## src/rtl/monkey_pkg.sv

```systemverilog
// Shared definitions for the monkey sprite motion logic.
// - motion_state_t: motion FSM state encoding, also decoded by the sprite selector and the
//   score/lives controller, so the encoding order is fixed.
// - FRAME_RATE: video frames per second.
// - KEY_*: bit positions of the keypad lines inside the packed key vectors of the top level.
package monkey_pkg;

  typedef enum logic [2:0] {
    GROUND = 3'd0,
    JUMP   = 3'd1,
    FALL   = 3'd2,
    CLIMB  = 3'd3,
    DEAD   = 3'd4
  } motion_state_t;

  localparam int unsigned FRAME_RATE = 30;

  localparam int unsigned NUM_KEYS  = 5;
  localparam int unsigned KEY_UP    = 0;
  localparam int unsigned KEY_DOWN  = 1;
  localparam int unsigned KEY_LEFT  = 2;
  localparam int unsigned KEY_RIGHT = 3;
  localparam int unsigned KEY_JUMP  = 4;

  // States in which the monkey may be steered left/right.
  function automatic logic steers_horizontally(motion_state_t s);
    return (s == GROUND) || (s == JUMP) || (s == FALL);
  endfunction

endpackage

```

## src/rtl/key_sync_edge.sv

```systemverilog
// Two-flop synchroniser plus rising-edge detector for one raw keypad line.
// Ports:
// - clk    in  system clock
// - resetN in  asynchronous active-low reset
// - key    in  raw asynchronous key level
// - level  out synchronised key level (2 clk latency)
// - rise   out one-clk pulse on a 0->1 transition of level
module key_sync_edge (
  input  logic clk,
  input  logic resetN,
  input  logic key,
  output logic level,
  output logic rise
);

  // [0],[1] form the synchroniser; [2] is the previous synchronised value for edge detection.
  logic [2:0] sync_q;

  always_ff @(posedge clk or negedge resetN) begin
    if (!resetN) begin
      sync_q <= '0;
    end else begin
      sync_q <= {sync_q[1:0], key};
    end
  end

  assign level = sync_q[1];
  assign rise  = sync_q[1] & ~sync_q[2];

endmodule

```

## src/rtl/monkey_motion_ctrl.sv

```systemverilog
// Frame-rate motion FSM for the monkey sprite (GROUND / JUMP / FALL / CLIMB / DEAD).
// Turns raw keypad levels into registered motion commands for the position block and reports
// death/respawn to the game controller. State changes happen on startOfFrame cycles only,
// except an enemy hit, which enters DEAD on the next clock from any live state.
// Ports:
// - clk, resetN                      clock, asynchronous active-low reset
// - startOfFrame                     one-clk pulse per video frame
// - key_up/down/left/right/jump      raw asynchronous keypad levels
// - on_ground, on_rope, hit_enemy    collision flags (clk domain levels)
// - jump, move_up/down/left/right    registered commands, one clk behind state
// - state                            current motion_state_t encoding
// - facing_left                      last single horizontal direction, 1 = left
// - dead                             high while in DEAD
// - respawn                          one-clk pulse when leaving DEAD
// Build option: define COYOTE_JUMP_EN to accept a late jump for COYOTE_FRAMES frames after
// walking off a ledge; otherwise jump requests are ignored in FALL.
module monkey_motion_ctrl
  import monkey_pkg::*;
#(
  parameter int unsigned JUMP_FRAMES   = 8,
  parameter int unsigned DEATH_FRAMES  = 60,
  parameter int unsigned COYOTE_FRAMES = 4
) (
  input  logic       clk,
  input  logic       resetN,
  input  logic       startOfFrame,
  input  logic       key_up,
  input  logic       key_down,
  input  logic       key_left,
  input  logic       key_right,
  input  logic       key_jump,
  input  logic       on_ground,
  input  logic       on_rope,
  input  logic       hit_enemy,
  output logic       jump,
  output logic       move_up,
  output logic       move_down,
  output logic       move_left,
  output logic       move_right,
  output logic [2:0] state,
  output logic       facing_left,
  output logic       dead,
  output logic       respawn
);

  localparam int unsigned JcntW = $clog2(JUMP_FRAMES + 1);
  localparam int unsigned DcntW = $clog2(DEATH_FRAMES + 1);

  // Key synchronisation
  logic [NUM_KEYS-1:0] key_raw;
  logic [NUM_KEYS-1:0] key_level;
  logic [NUM_KEYS-1:0] key_rise;

  assign key_raw = {key_jump, key_right, key_left, key_down, key_up};

  for (genvar i = 0; i < NUM_KEYS; i++) begin : g_key
    key_sync_edge u_key_sync_edge (
      .clk   (clk),
      .resetN(resetN),
      .key   (key_raw[i]),
      .level (key_level[i]),
      .rise  (key_rise[i])
    );
  end

  logic up_s, down_s, left_s, right_s;
  assign up_s    = key_level[KEY_UP];
  assign down_s  = key_level[KEY_DOWN];
  assign left_s  = key_level[KEY_LEFT];
  assign right_s = key_level[KEY_RIGHT];

  // Only the jump key needs edge detection.
  logic unused_rise;
  assign unused_rise = ^{key_rise[KEY_RIGHT], key_rise[KEY_LEFT], key_rise[KEY_DOWN],
                         key_rise[KEY_UP], key_level[KEY_JUMP]};

  // Sticky jump request: a press anywhere in a frame is seen at the next frame boundary.
  // A press landing on the boundary cycle itself carries over to the following frame.
  logic jump_req_q, jump_req_d;
  assign jump_req_d = key_rise[KEY_JUMP] | (jump_req_q & ~startOfFrame);

  // Motion FSM
  motion_state_t    state_q, state_d;
  logic [JcntW-1:0] jcnt_q, jcnt_d;
  logic [DcntW-1:0] dcnt_q, dcnt_d;
  logic             respawn_q, respawn_d;
  logic             coyote_jump;

  always_comb begin
    state_d   = state_q;
    jcnt_d    = jcnt_q;
    dcnt_d    = dcnt_q;
    respawn_d = 1'b0;
    if (hit_enemy && (state_q != DEAD)) begin
      state_d = DEAD;
      dcnt_d  = '0;
    end else if (startOfFrame) begin
      unique case (state_q)
        GROUND: begin
          if (jump_req_q) begin
            state_d = JUMP;
            jcnt_d  = JcntW'(JUMP_FRAMES - 1);
          end else if (on_rope && up_s) begin
            state_d = CLIMB;
          end else if (!on_ground) begin
            state_d = FALL;
          end
        end
        JUMP: begin
          if (on_rope && up_s) begin
            state_d = CLIMB;
          end else if (jcnt_q == '0) begin
            state_d = FALL;
          end else begin
            jcnt_d = jcnt_q - JcntW'(1);
          end
        end
        FALL: begin
          if (coyote_jump) begin
            state_d = JUMP;
            jcnt_d  = JcntW'(JUMP_FRAMES - 1);
          end else if (on_rope && (up_s || down_s)) begin
            state_d = CLIMB;
          end else if (on_ground) begin
            state_d = GROUND;
          end
        end
        CLIMB: begin
          if (jump_req_q || !on_rope) begin
            state_d = FALL;
          end else if (on_ground && down_s) begin
            state_d = GROUND;
          end
        end
        DEAD: begin
          if (dcnt_q == DcntW'(DEATH_FRAMES - 1)) begin
            state_d   = FALL;
            dcnt_d    = '0;
            respawn_d = 1'b1;
          end else begin
            dcnt_d = dcnt_q + DcntW'(1);
          end
        end
        default: state_d = FALL;
      endcase
    end
  end

`ifdef COYOTE_JUMP_EN
  localparam int unsigned CcntW = $clog2(COYOTE_FRAMES + 1);

  // Remaining late-jump frames; armed only when walking off the ground.
  logic [CcntW-1:0] ccnt_q, ccnt_d;

  always_comb begin
    ccnt_d = ccnt_q;
    if ((state_d == FALL) && (state_q == GROUND)) begin
      ccnt_d = CcntW'(COYOTE_FRAMES);
    end else if ((state_d == FALL) && (state_q != FALL)) begin
      ccnt_d = '0;
    end else if ((state_q == FALL) && startOfFrame && (ccnt_q != '0)) begin
      ccnt_d = ccnt_q - CcntW'(1);
    end
  end

  always_ff @(posedge clk or negedge resetN) begin
    if (!resetN) begin
      ccnt_q <= '0;
    end else begin
      ccnt_q <= ccnt_d;
    end
  end

  assign coyote_jump = jump_req_q && (ccnt_q != '0);
`else
  assign coyote_jump = 1'b0;

  logic unused_coyote;
  assign unused_coyote = ^COYOTE_FRAMES;
`endif

  // Command stage, decoded from the current state so commands trail state by one clk.
  logic jump_d, move_up_d, move_down_d, move_left_d, move_right_d, facing_left_d;
  logic steer_ok;

  always_comb begin
    steer_ok      = steers_horizontally(state_q) && !(left_s && right_s);
    jump_d        = (state_q == JUMP);
    move_up_d     = (state_q == CLIMB) && up_s;
    move_down_d   = (state_q == CLIMB) && down_s;
    move_left_d   = steer_ok && left_s;
    move_right_d  = steer_ok && right_s;
    facing_left_d = facing_left;
    if ((state_q != DEAD) && (left_s ^ right_s)) begin
      facing_left_d = left_s;
    end
  end

  always_ff @(posedge clk or negedge resetN) begin
    if (!resetN) begin
      state_q     <= FALL;
      jcnt_q      <= '0;
      dcnt_q      <= '0;
      jump_req_q  <= 1'b0;
      respawn_q   <= 1'b0;
      jump        <= 1'b0;
      move_up     <= 1'b0;
      move_down   <= 1'b0;
      move_left   <= 1'b0;
      move_right  <= 1'b0;
      facing_left <= 1'b0;
    end else begin
      state_q     <= state_d;
      jcnt_q      <= jcnt_d;
      dcnt_q      <= dcnt_d;
      jump_req_q  <= jump_req_d;
      respawn_q   <= respawn_d;
      jump        <= jump_d;
      move_up     <= move_up_d;
      move_down   <= move_down_d;
      move_left   <= move_left_d;
      move_right  <= move_right_d;
      facing_left <= facing_left_d;
    end
  end

  assign state   = state_q;
  assign dead    = (state_q == DEAD);
  assign respawn = respawn_q;

endmodule

```

## config.mk

```make
export PLATFORM = sky130hd
export DESIGN_NAME = monkey_motion_ctrl
export DESIGN_NICKNAME = d
export VERILOG_FILES = /design/src/rtl/monkey_pkg.sv /design/src/rtl/key_sync_edge.sv /design/src/rtl/monkey_motion_ctrl.sv
export SDC_FILE = /design/constraint.sdc
export NUM_CORES = 1
export LEC_CHECK = 0
export CORE_ASPECT_RATIO = 0.5
export CORE_MARGIN = 8
export CORE_UTILIZATION = 47
export CTS_CLUSTER_DIAMETER = 150
export DETAILED_ROUTE_END_ITERATION = 7
export MAX_ROUTING_LAYER = met4
export PLACE_DENSITY = 0.74
export REMOVE_ABC_BUFFERS = 1
export SLEW_MARGIN = 30
export SYNTH_ARGS = -nofsm -noshare
export SYNTH_HDL_FRONTEND = slang
export SYNTH_SLANG_ARGS = --single-unit
```

## constraint.sdc

```tcl
create_clock -name clk -period 1.6 [get_ports clk]
set_input_delay 0.16 -clock clk [delete_from_list [all_inputs] [get_ports clk]]
set_output_delay 0.16 -clock clk [all_outputs]
set_load 0.03 [all_outputs]
```

## Word level (Yosys, flattened, before mapping)

Cells that the tools add are included.

- Input port bits: 11
- Bits in read-only memories: 0
- Register bits: 32
- Bits in latches: 0
- Bits in writable memories: 0
- Memories kept: 0

- Multiplexer cells: 25
- Divide/modulo/power cells: 0
- Shifts and indexed selects: 0
- Add/subtract/negate cells: 2
- Reduce and logical (&&, ||, !) cells: 25
- Multipliers: 0
- Eq/ne operators: 14
- Bitwise logic cells: 7
- Order comparisons: 0

Operators by type and width:

| kind | number |
|---|---|
| $mux 3 | 12 |
| $mux 6 | 4 |
| $pmux 3 s5 | 1 |
| $mux 4 | 3 |
| $reduce_and 6->1 | 2 |
| $logic_and 1x1->1 | 11 |
| $ne 4x4->1 const B | 2 |
| $pmux 4 s2 | 1 |
| $add 6x1->6 const B | 1 |
| $eq 3x2->1 const B | 2 |
| $eq 6x6->1 const B | 1 |
| $ne 2x2->1 const B | 3 |
| $reduce_bool 2->1 | 3 |
| $ne 5x5->1 const B | 1 |
| $logic_not 4->1 | 1 |
| $logic_or 1x1->1 | 4 |
| $mux 1 | 4 |
| $ne 4x1->1 const B | 1 |
| $sub 4x1->4 const B | 1 |
| $eq 3x1->1 const B | 1 |
| $eq 3x3->1 const B | 1 |
| $logic_not 3->1 | 1 |
| $ne 3x1->1 const B | 1 |
| $ne 3x3->1 const B | 1 |
| 6 further kinds | 10 |

## Depth between registers and ports, before layout

Gate-level depths: netlist of the first run.

- Word-level depth: 6
- Depth in mapped cells: 7

## By module

A second synthesis of the first run with hierarchy kept.

- Cells, all modules: 141
- Area total of the unflattened synthesis: 1611.5 um^2

Modules (own cells, without submodules):

| module | cells each | times used | area each (um^2) |
|---|---|---|---|
| monkey_motion_ctrl | 121 | 1 | 1167.4 |
| key_sync_edge | 4 | 5 | 88.8 |

## Worst setup path before layout of the first run

Ideal clock, no wire load.

- Path kind: register -> register
- From: register jcnt_q[0]
- To: register jcnt_q[2]
- Stages on the path, launching flop included: 8
- Library setup time: 0.080 ns
- Data required time: 1.520 ns
- Arrival: 1.573 ns
- Period minus slack after synthesis: 1.653 ns
- Setup slack: -0.053 ns
- Path buffers: 0
- Path through: dfrtp_1 > inv_1 > ha_1 > or3b_1 > a31oi_1 > nor3_2 > and4_1 > nor3_2

- Word-level cells in the longest chain between the ends: 4
- Elaborated cells on any way between the ends: 7
- Those cells by class: add/sub (1); eq/ne (1); mux (3); reduce/logical (2)

RTL lines:

| element | line | source |
|---|---|---|
| start: declaration | monkey_motion_ctrl.sv:84 | `logic [JcntW-1:0] jcnt_q, jcnt_d;` |
| start signal: assignment | monkey_motion_ctrl.sv:214 | `jcnt_q <= jcnt_d;` |
| $sub 4x1->4 | monkey_motion_ctrl.sv:115 | `jcnt_d = jcnt_q - JcntW'(1);` |
| $mux 4 | monkey_motion_ctrl.sv:112 | `end else if (jcnt_q == '0) begin` |
| $mux 4 | monkey_motion_ctrl.sv:110 | `if (on_rope && up_s) begin` |
| $pmux 4 s2 | monkey_motion_ctrl.sv:98 | `unique case (state_q)` |

Several ways; a longest one is shown, not always the timed one. The select of a mux whose other input is x is not followed.
A chain may end at the register's enable or synchronous reset.

## Final worst setup path of the first run

- From: register jcnt_q[1]
- To: register state_q[0], in the netlist state[0]

- Word-level cells in the longest chain between the ends: 3

RTL lines:

| element | line | source |
|---|---|---|
| $logic_not 4->1 | monkey_motion_ctrl.sv:112 |  |
| $ne 4x1->1 (no source line) | n/a |  |
| $reduce_and 6->1 (no source line) | n/a |  |
| end signal: assignment | monkey_motion_ctrl.sv:213 | `state_q <= state_d;` |
| end: declaration | monkey_motion_ctrl.sv:83 | `motion_state_t state_q, state_d;` |

Every way passes these cells.

==> flow_metrics.tcl, run 1 <==
set metrics [dict create \
    clock_latency_ps 280 \
    hold_class "in2async" \
    grtUsageTotal_pct 13.9 \
    crit_start "jcnt_q[1]" \
    crit_chain "inv_1 -> ha_2 -> or3b_4 -> nand2_2 -> o21ai_2 -> a311oi_2 -> o21ai_1" \
    synth_area_leaders "dfrtp_1, nand2_1, o21ai_0, ha_1, and2_1" \
    synth_cells 132 \
    routed_wl_mm 3.19 \
    yosys.area.top_type "dfrtp_1" \
    rows 14 \
    drt_first_pass_iters 4 \
    drive_gt1_share_pct 28.3 \
    synth_seq_area_share_pct 57.5 \
    wl_per_cell_um 14.5 \
    path_clk_slew_ps 70 \
    core_um2 2910 \
    drc 0 \
    viasPerCell 5.30 \
    cp_slowest_cell "or3b_4" \
    setup_ws_ps -84.4 \
    crit_type "reg2reg" \
    crit_path_end_kind "flip-flop" \
    fin_crit_ps 1680 \
    cp.arrival_ps 1850 \
    grt_max_degree 33 \
    hpwl_mm 2.09 \
    synth_cell_types 40 \
    drv_slew 0 \
    clockRootBuffer "clkbuf_8" \
    slew_headroom_pct 73.6 \
    postLayoutCellArea_um2 2010 \
    gp_congestion 0.898 \
    start_util_pct 47.9 \
    r2r_start "jcnt_q[1]" \
    fmax_mhz 594 \
    top_level_ports 22 \
    syn_area_um2 1390 \
    status "finished, violations left" \
    worstReg2RegEnd "state[0]" \
    dieArea_um2 5070 \
    rsz0062_at_grt "yes" \
    clock_sinks 32 \
    critical_path.max_fanout 2 \
    timing.final.crit_share_pct 105 \
    fp.dieH_um 54.5 \
    violations "setup timing" \
    nNetsFinal 193 \
    grt_first_pass_wirelength_mm 5.15 \
    peakVddDrop_v 0.00120 \
    die_w_um 93.0 \
    setup_viol 6 \
    tightest_slew_ps 392 \
    clockBufferDepth 2 \
    startpoint_type "flip-flop" \
    rrSetupSlack_ps -80 \
    yosys.area.top_type_share_pct 55.7 \
    antenna_found_initial 0 \
    syn_to_final_growth_pct 44.3 \
    ctsHtreeMaxLevel 2 \
    leakagePower_nw 0.886 \
    clock_skew_ps 9.93 \
    ys_ff_latch 32 \
    io_buffers 21 \
    grt-ovfl-total 0 \
    vias 1167 \
    hold_viol 0 \
    antenna_left 0 \
    cts_tree "yes" \
    antenna_cells 0 \
    cp_slowest_stage_delay_ps 410 \
    place_area_um2 1760 \
    numCtsBuffers 5 \
    critPathRequiredTime_ps 1760 \
    r2r_cells 7 \
    drv_cap 0 \
    grt_pass1_vias 1157 \
    synth_area_per_cell_um2 10.6 \
    setup_tns_ps -365 \
    power-per-cell-area_nw_per_um2 1670 \
    drt_iter0_drc 69 \
    yosysWarnings 0 \
]
-- synthesized netlist by cell type --
cell,number
o21ai_1,2
a311oi_1,1
dfstp_2,1
mux2_2,1
nor3_1,4
xnor2_1,1
nor2b_1,2
nand2b_1,2
and2_1,5
o22a_1,1
o21a_1,1
mux2i_1,1
o211ai_1,1
and2b_2,1
dfrtp_1,31
o41ai_1,1
o21ai_0,10
or3_2,1
a211oi_1,1
a21boi_0,1
and4_1,1
nand2_1,14
or3b_1,1
nand4_1,2
a31oi_1,2
nand3_1,5
nor3_2,2
and4bb_2,1
nor4b_1,1
and3b_1,1
o32ai_1,1
o22ai_1,2
inv_1,8
and3_1,1
o31ai_1,2
a21oi_1,4
buf_2,3
a21o_1,1
nor2_1,8
ha_1,3
-- sequential cells by signal, indices dropped and copies added (netlist names) --
name,cells
jump_req_q,1
jump,1
move_left,1
move_down,1
g_key.u_key_sync_edge.sync_q,11
state,3
dcnt_q,6
move_up,1
move_right,1
jcnt_q,4
facing_left,1
respawn,1
-- cell families (layout without fill, tap and decap cells) --
kind of cell | Yosys count | in the layout | share of synthesized area (%)
multiplexers | 2 | 2 | 1.53
buffers and inverters | 11 | 59 | 3.23
adder cells (fa/ha/maj) | 3 | 3 | 2.69
AND/OR/NAND/NOR | 52 | 52 | 20.6
flip-flops | 32 | 32 | 57.5
XOR/XNOR | 1 | 1 | 0.628
AO/OA/AOI/OAI | 31 | 31 | 13.8
-- what timing repair did --
item | 4_1_cts | 5_1_grt
hold buffers | 0 | 0
resized for setup | 16 | 10
pin swaps | 8 | 10
endpoints found under the setup margin | 11 | 9
setup buffers | 2 | 4
-- metrics by stage --
stage	setup slack, ps	total power [W]	utilization [%]	cells	hold slack [ps]
floorplan	-90.3	0.00173	-	129	-136
global route	-132	0.00353	69.1	220	305
detailed placement	-148	0.00229	60.5	206	336
CTS	-62.6	0.00321	66.8	216	280
finish	-84.4	0.00335	69.1	220	270
global placement	-61.4	0.00226	60.5	206	332
-- critical path: cells and delay by family (launching register included) --
family                     cells  cell delay [ps]
AOI/OAI and AO/OA              3              440
adders and majority gates      1              170
DFF                            1              390
buffers and inverters          1               80
and+or+nand+nor                2              490
-- routing by layer --
metal	track usage (%)	wire, um
met1	15.2	1420
met2	22.9	1560
met3	4.10	158
met4	8.18	53
met5	-	0
-- cell usage in the layout, fill, tap and decap left out, types with 2 or more instances in the layout --
master / synthesis / final
dfrtp_1: 31 / 30
o21ai_1: 2 / 2
dlygate4sd2_1: 0 / 3
buf_4: 0 / 21
nand3_1: 5 / 5
clkdlybuf4s50_1: 0 / 17
inv_1: 8 / 8
nand4_1: 2 / 2
clkbuf_8: 0 / 7
nor2_1: 8 / 7
o21ai_0: 10 / 8
nand2_1: 14 / 13
o31ai_1: 2 / 2
and2_1: 5 / 5
nor2b_1: 2 / 2
a21oi_1: 4 / 4
nand2b_1: 2 / 2
nor3_1: 4 / 4
-- cell type report --
type                       instances  area [um2]
multi-input combinational         89         631
timing repair buffer              43         370
fill                             211         897
sequential                        32         803
inverter                           8        30.0
clock inverter                     1        30.0
tap                               40        50.0
clock buffer                       7        96.3
-- worst max path at each step --
stage | end | slack, ps
after floorplan | jcnt_q[2] | -90
after detailed placement | state[0] | -150
after CTS | jcnt_q[2] | -60
after global routing | jcnt_q[2] | -130
after global placement | jcnt_q[2] | -60
final | state[0] | -80
-- where the power goes --
part	switching, W	total [W]	internal (W)
Combinational	0.000710	0.00137	0.000664
Sequential	0.000167	0.00114	0.000974
Clock	0.000287	0.000836	0.000549
Note: power is estimated with default switching activity, not from simulation.
==> inputs of run 2 (changes only) <==
--- a/config.mk
+++ b/config.mk
@@ -5,13 +5,12 @@
 export SDC_FILE = /design/constraint.sdc
 export NUM_CORES = 1
 export LEC_CHECK = 0
-export CORE_ASPECT_RATIO = 0.5
 export CORE_MARGIN = 8
-export CORE_UTILIZATION = 47
+export CORE_UTILIZATION = 56
 export CTS_CLUSTER_DIAMETER = 150
 export DETAILED_ROUTE_END_ITERATION = 7
 export MAX_ROUTING_LAYER = met4
-export PLACE_DENSITY = 0.74
+export PLACE_DENSITY = 0.83
 export REMOVE_ABC_BUFFERS = 1
 export SLEW_MARGIN = 30
 export SYNTH_ARGS = -nofsm -noshare
==> constraint.sdc (replaced) <==
create_clock -name clk -period 2.1 [get_ports clk]
set_input_delay 0.21 -clock clk [delete_from_list [all_inputs] [get_ports clk]]
set_output_delay 0.21 -clock clk [all_outputs]
set_load 0.03 [all_outputs]
==> run 2 against run 1 <==
Compared with the run above: the flow now finishes without violations; worst setup slack gained 210 ps; critical path depth shrank 6; routed wire length shrank 3.6%; non-clock buffer count shrank 20; die area shrank 14%; hold slack lost 15 ps; largest power group is now sequential cells; critical path type is now reg2out; global-route usage grew 2.3 points; highest routed layer unchanged; register-to-register slack gained 280 ps; clock power shrank 44%; flip-flop and latch count is the same; sequential share of layout area grew 6.7 points.
==> flow_metrics.tcl, run 2 (synthesis results as in run 1) <==
set metrics [dict create \
    setup_viol 0 \
    post-cts-setup-buffer-count 0 \
    viasPerCell 5.88 \
    tightest_slew_ps 554 \
    power-per-cell-area_nw_per_um2 1200 \
    fmax_mhz 507 \
    grtUsageTotal_pct 16.2 \
    leakagePower_nw 0.750 \
    crit_chain "clkdlybuf4s50_1" \
    drt-met1-wl_mm 1.21 \
    postCtsResizedCells 1 \
    cts_hold_buf 0 \
    vias 1117 \
    cp_slowest_stage_delay_ps 720 \
    largest_reg_flops 11 \
    drv_cap 0 \
    gp_congestion 0.967 \
    clock_latency_ps 330 \
    rsz0062_at_grt "no" \
    multiInputGateArea_um2 547 \
    timing.final.crit_share_pct 93.8 \
    hold_class "in2async" \
    critical_path.max_fanout 14 \
    hold_viol 0 \
    clock_sinks 32 \
    fin_crit_ps 1970 \
    antenna_cells 0 \
    ctsHtreeMaxLevel 2 \
    routed-wl-met2_mm 1.62 \
    io_buffers 21 \
    clockRootBuffer "clkbuf_4" \
    cts_tree "yes" \
    clock_skew_ps 9.12 \
    grt_pass1_vias 1125 \
    dr_wl_met3_um 184 \
    cp.arrival_ps 1760 \
    drive_gt1_share_pct 10.6 \
    crit_path_end_kind "output pin" \
    dieArea_um2 4340 \
    fillers 170 \
    setup_tns_ps 0 \
    hpwl_mm 2.13 \
    postLayoutCellArea_um2 1720 \
    rows 18 \
    cpLargestDelayFamily "buffers and inverters" \
    largestRegisters "g_key.u_key_sync_edge.sync_q: 11 flops, dcnt_q: 6 flops, jcnt_q: 4 flops" \
    startpoint_type "flip-flop" \
    final_cell_mix "dfrtp_1, clkdlybuf4s50_1, nand2_1" \
    largest_register "g_key.u_key_sync_edge.sync_q" \
    layout_commonest_cell "dfrtp_1" \
    peakVddDrop_v 0.000997 \
    drc 0 \
    timing.hold.ws_ps 255 \
    clockBufferDepth 2 \
    syn_to_final_growth_pct 23.4 \
    drt_iter0_drc 64 \
    grt_first_pass_wirelength_mm 5.21 \
    grt-ovfl-total 0 \
    highest_layer "met4" \
    top_level_ports 22 \
    start_util_pct 57.8 \
    nNetsFinal 173 \
    path_clk_slew_ps 100 \
    wl_per_cell_um 16.2 \
    antenna_left 0 \
    fp.dieH_um 65.9 \
    critPathRequiredTime_ps 1890 \
    numCtsBuffers 5 \
    slew_headroom_pct 62.8 \
    cp_num_buf_inv 1 \
    place_area_um2 1640 \
    drv_slew 0 \
    crit_type "reg2out" \
    grt_max_degree 33 \
    cp_slowest_cell "clkdlybuf4s50_1" \
    routed_wl_mm 3.08 \
    status "finished clean" \
    area.sequential_um2 802 \
    die_w_um 65.9 \
    core_um2 2410 \
    drt_first_pass_iters 4 \
    antenna_found_initial 0 \
]
==> run 2: cell count changes in the layout (fill, tap and decap cells not counted), sizes merged <==
cell / change
clkdlybuf4s15: -1
dlygate4sd2: -2
buf: -19
clkbuf: -3
clkinvlp: +1
clkinv: +1
clkdlybuf4s50: +3
==> run 2: metrics by stage <==
step	utilization, %	instances	setup slack (ps)	total power [W]
floorplan	-	129	410	0.00132
global placement	68.1	182	316	0.00157
detailed placement	68.1	182	219	0.00161
CTS	71.4	190	113	0.00208
global route	71.4	190	46.4	0.00221
finish	71.4	190	129	0.00206
==> run 2: where the power goes <==
group	switching (W)	total (W)	internal, W
sequential	0.000164	0.000903	0.000739
clock	0.000216	0.000464	0.000248
combinational	0.000404	0.000696	0.000292
==> run 2: worst register-to-register path, stage by stage, from the launching register on <==
cell,delay (ps)
dfrtp_1,410
inv_1,70
ha_1,170
or3b_1,370
nand2_1,80
o21ai_1,80
and3_1,210
o41ai_1,400
==> run 2: path summary, 6_finish.rpt <==
kind | end | slack (ps) | start | cells past startpoint
setup / recovery | state[1] | 130 | state[1] | 1
hold / removal | move_down | 260 | resetN | 2
setup reg to reg | state[1] | 200 | jcnt_q[0] | 7
hold reg to reg | g_key[0].u_key_sync_edge.sync_q[1] | 340 | g_key[0].u_key_sync_edge.sync_q[0] | 0
max in group asynchronous | state[1] | 1530 | resetN | 2
min in group clk | g_key[0].u_key_sync_edge.sync_q[0] | 310 | key_up | 1
==> run 2: final cells by class <==
class	count	share of cell area (%)
clock buffer	5	2.18
multi-input combinational	89	31.8
timing repair buffer	23	13.0
tap	30	2.18
inverter	8	1.75
sequential	32	46.6
clock inverter	3	2.47
==> run 2: metal layers <==
| metal | vias to the layer above | global-route usage (%) |
|---|---|---|
| li1 | 520 | - |
| met4 | 0 | 8.45 |
| met3 | 9 | 6.10 |
| met1 | 546 | 17.9 |
| met5 | - | - |
| met2 | 42 | 25.0 |
==> inputs of run 3 (changes only) <==
--- a/config.mk
+++ b/config.mk
@@ -5,12 +5,12 @@
 export SDC_FILE = /design/constraint.sdc
 export NUM_CORES = 1
 export LEC_CHECK = 0
+export CORE_ASPECT_RATIO = 0.5
 export CORE_MARGIN = 8
-export CORE_UTILIZATION = 56
+export CORE_UTILIZATION = 25
 export CTS_CLUSTER_DIAMETER = 150
 export DETAILED_ROUTE_END_ITERATION = 7
 export MAX_ROUTING_LAYER = met4
-export PLACE_DENSITY = 0.83
 export REMOVE_ABC_BUFFERS = 1
 export SLEW_MARGIN = 30
 export SYNTH_ARGS = -nofsm -noshare
==> run 3 against run 2 <==
Compared with the run above: register-to-register slack gained 120 ps; sequential share of layout area shrank 1.7 points; sequential power shrank 1%; first-iteration DRC count shrank 23%; final area grew 4.0%; maximum frequency grew 4.3%; clock power grew 2%; cell count grew 23%; combinational power shrank 3%.
==> flow_metrics.tcl, run 3 (synthesis results as in run 1) <==
set metrics [dict create \
    antenna_found_initial 0 \
    largest_reg_flops 11 \
    grt_first_pass_wirelength_mm 4.80 \
    grtUsageTotal_pct 7.35 \
    cpLargestDelayFamily "buffers and inverters" \
    grt_pass1_vias 1038 \
    cts_hold_buf 0 \
    routed_wl_mm 2.78 \
    antenna_left 0 \
    clockRootBuffer "clkbuf_8" \
    drt_iter0_drc 49 \
    critPathRequiredTime_ps 1890 \
    fin_util_pct 33.0 \
    startpoint_type "flip-flop" \
    tightest_slew_ps 550 \
    drive_gt1_share_pct 10.0 \
    setup_viol 0 \
    crit_chain "clkdlybuf4s50_1" \
    cp_slowest_stage_delay_ps 730 \
    drv_slew 0 \
    hpwl_mm 2.04 \
    p_int_w 0.00131 \
    p_sw_w 0.000739 \
    cts_tree "yes" \
    slew_headroom_pct 63.1 \
    hold_class "in2async" \
    final_cell_mix "dfrtp_1, clkdlybuf4s50_1, nand2_1" \
    power-per-cell-area_nw_per_um2 1140 \
    swShare_pct 36.2 \
    cp_slowest_cell "clkdlybuf4s50_1" \
    clock_skew_ps 7.78 \
    antenna_cells 0 \
    drv_cap 0 \
    clock_latency_ps 270 \
    wl_per_cell_um 11.9 \
    pre_cts_ws_ps 290 \
    peakVddDrop_v 0.000403 \
    hold_viol 0 \
    vias 1039 \
    clockBufferDepth 2 \
    largest_register "g_key.u_key_sync_edge.sync_q" \
    syn_to_final_growth_pct 28.4 \
    dieArea_um2 8370 \
    top_level_ports 22 \
    nNetsFinal 173 \
    crit_type "reg2out" \
    clock_sinks 32 \
    start_util_pct 25.7 \
    fp.dieH_um 68.8 \
    crit_path_end_kind "output pin" \
    fin_cells 233 \
    numCtsBuffers 5 \
    placed_cells 225 \
    rsz0062_at_grt "no" \
    status "finished clean" \
    clkPwrFrac_pct 23.2 \
    fmax_mhz 529 \
    critical_path.max_fanout 14 \
    fin_crit_ps 1890 \
    ctsHtreeMaxLevel 2 \
    layout_commonest_cell "dfrtp_1" \
    seq_power_share_pct 43.7 \
    setup_tns_ps 0 \
    grt_max_degree 33 \
    setup_ws_ps 210 \
    timing.final.crit_share_pct 90.0 \
    rows 19 \
    drc 0 \
    cp.arrival_ps 1680 \
    viasPerCell 4.46 \
    core_um2 5420 \
    die_w_um 122 \
    gp_congestion 0.902 \
    cp_num_buf_inv 1 \
    drt_first_pass_iters 4 \
    io_buffers 21 \
    combPwrFrac_pct 33.1 \
    path_clk_slew_ps 60 \
    grt-ovfl-total 0 \
    largestRegisters "g_key.u_key_sync_edge.sync_q: 11 flops, dcnt_q: 6 flops, jcnt_q: 4 flops" \
    leakagePower_nw 0.762 \
]
-- run 3: final timing paths --
kind | endpoint | cells past startpoint | start | slack [ps]
max | state[1] | 1 | state[1] | 210
min | jcnt_q[1] | 2 | resetN | 330
max reg2reg | jcnt_q[2] | 7 | jcnt_q[0] | 320
min reg2reg | g_key[3].u_key_sync_edge.sync_q[1] | 0 | g_key[3].u_key_sync_edge.sync_q[0] | 350
max in group asynchronous | state[1] | 2 | resetN | 1440
min in group clk | g_key[3].u_key_sync_edge.sync_q[1] | 0 | g_key[3].u_key_sync_edge.sync_q[0] | 350
-- run 3: stage by stage --
| stage | total power, W | hold slack [ps] | instance area [um2] |
|---|---|---|---|
| floorplan | 0.00132 | -85.6 | 1380 |
| finish | 0.00204 | 334 | 1790 |
| global route | 0.00220 | 362 | 1790 |
| detailed placement | 0.00159 | 338 | 1700 |
| CTS | 0.00207 | 347 | 1790 |
| global placement | 0.00158 | 334 | 1700 |
-- run 3: final cells by class --
cell class                 count  area (um2)
inverter                       8        30.0
timing repair buffer          23         228
multi-input combinational     89         547
sequential                    32         803
tap                           73        91.3
clock buffer                   8        90.1
fill                         556        3630
-- run 3: power by group through the flow --
stage               sequential (W)  combinational [W]  clock (W)
floorplan                 0.000956           0.000366          0
global placement          0.000897           0.000680          0
detailed placement        0.000901           0.000688          0
CTS                       0.000892           0.000690   0.000483
global route              0.000921           0.000764   0.000514
finish                    0.000893           0.000678   0.000474
-- run 3: layer usage --
| layer | track usage [%] | routed length (um) | part of all wire (%) |
|---|---|---|---|
| met2 | 12.5 | 1350 | 48 |
| met1 | 8.79 | 1310 | 47 |
| met4 | 1.83 | 0 | 0 |
| met5 | - | 0 | 0 |
| met3 | 1.71 | 125 | 4.5 |
-- run 3: what timing repair did --
action,in CTS,in global routing
endpoints found under the setup margin,0,1
gates resized for setup,0,2
setup buffers,0,0
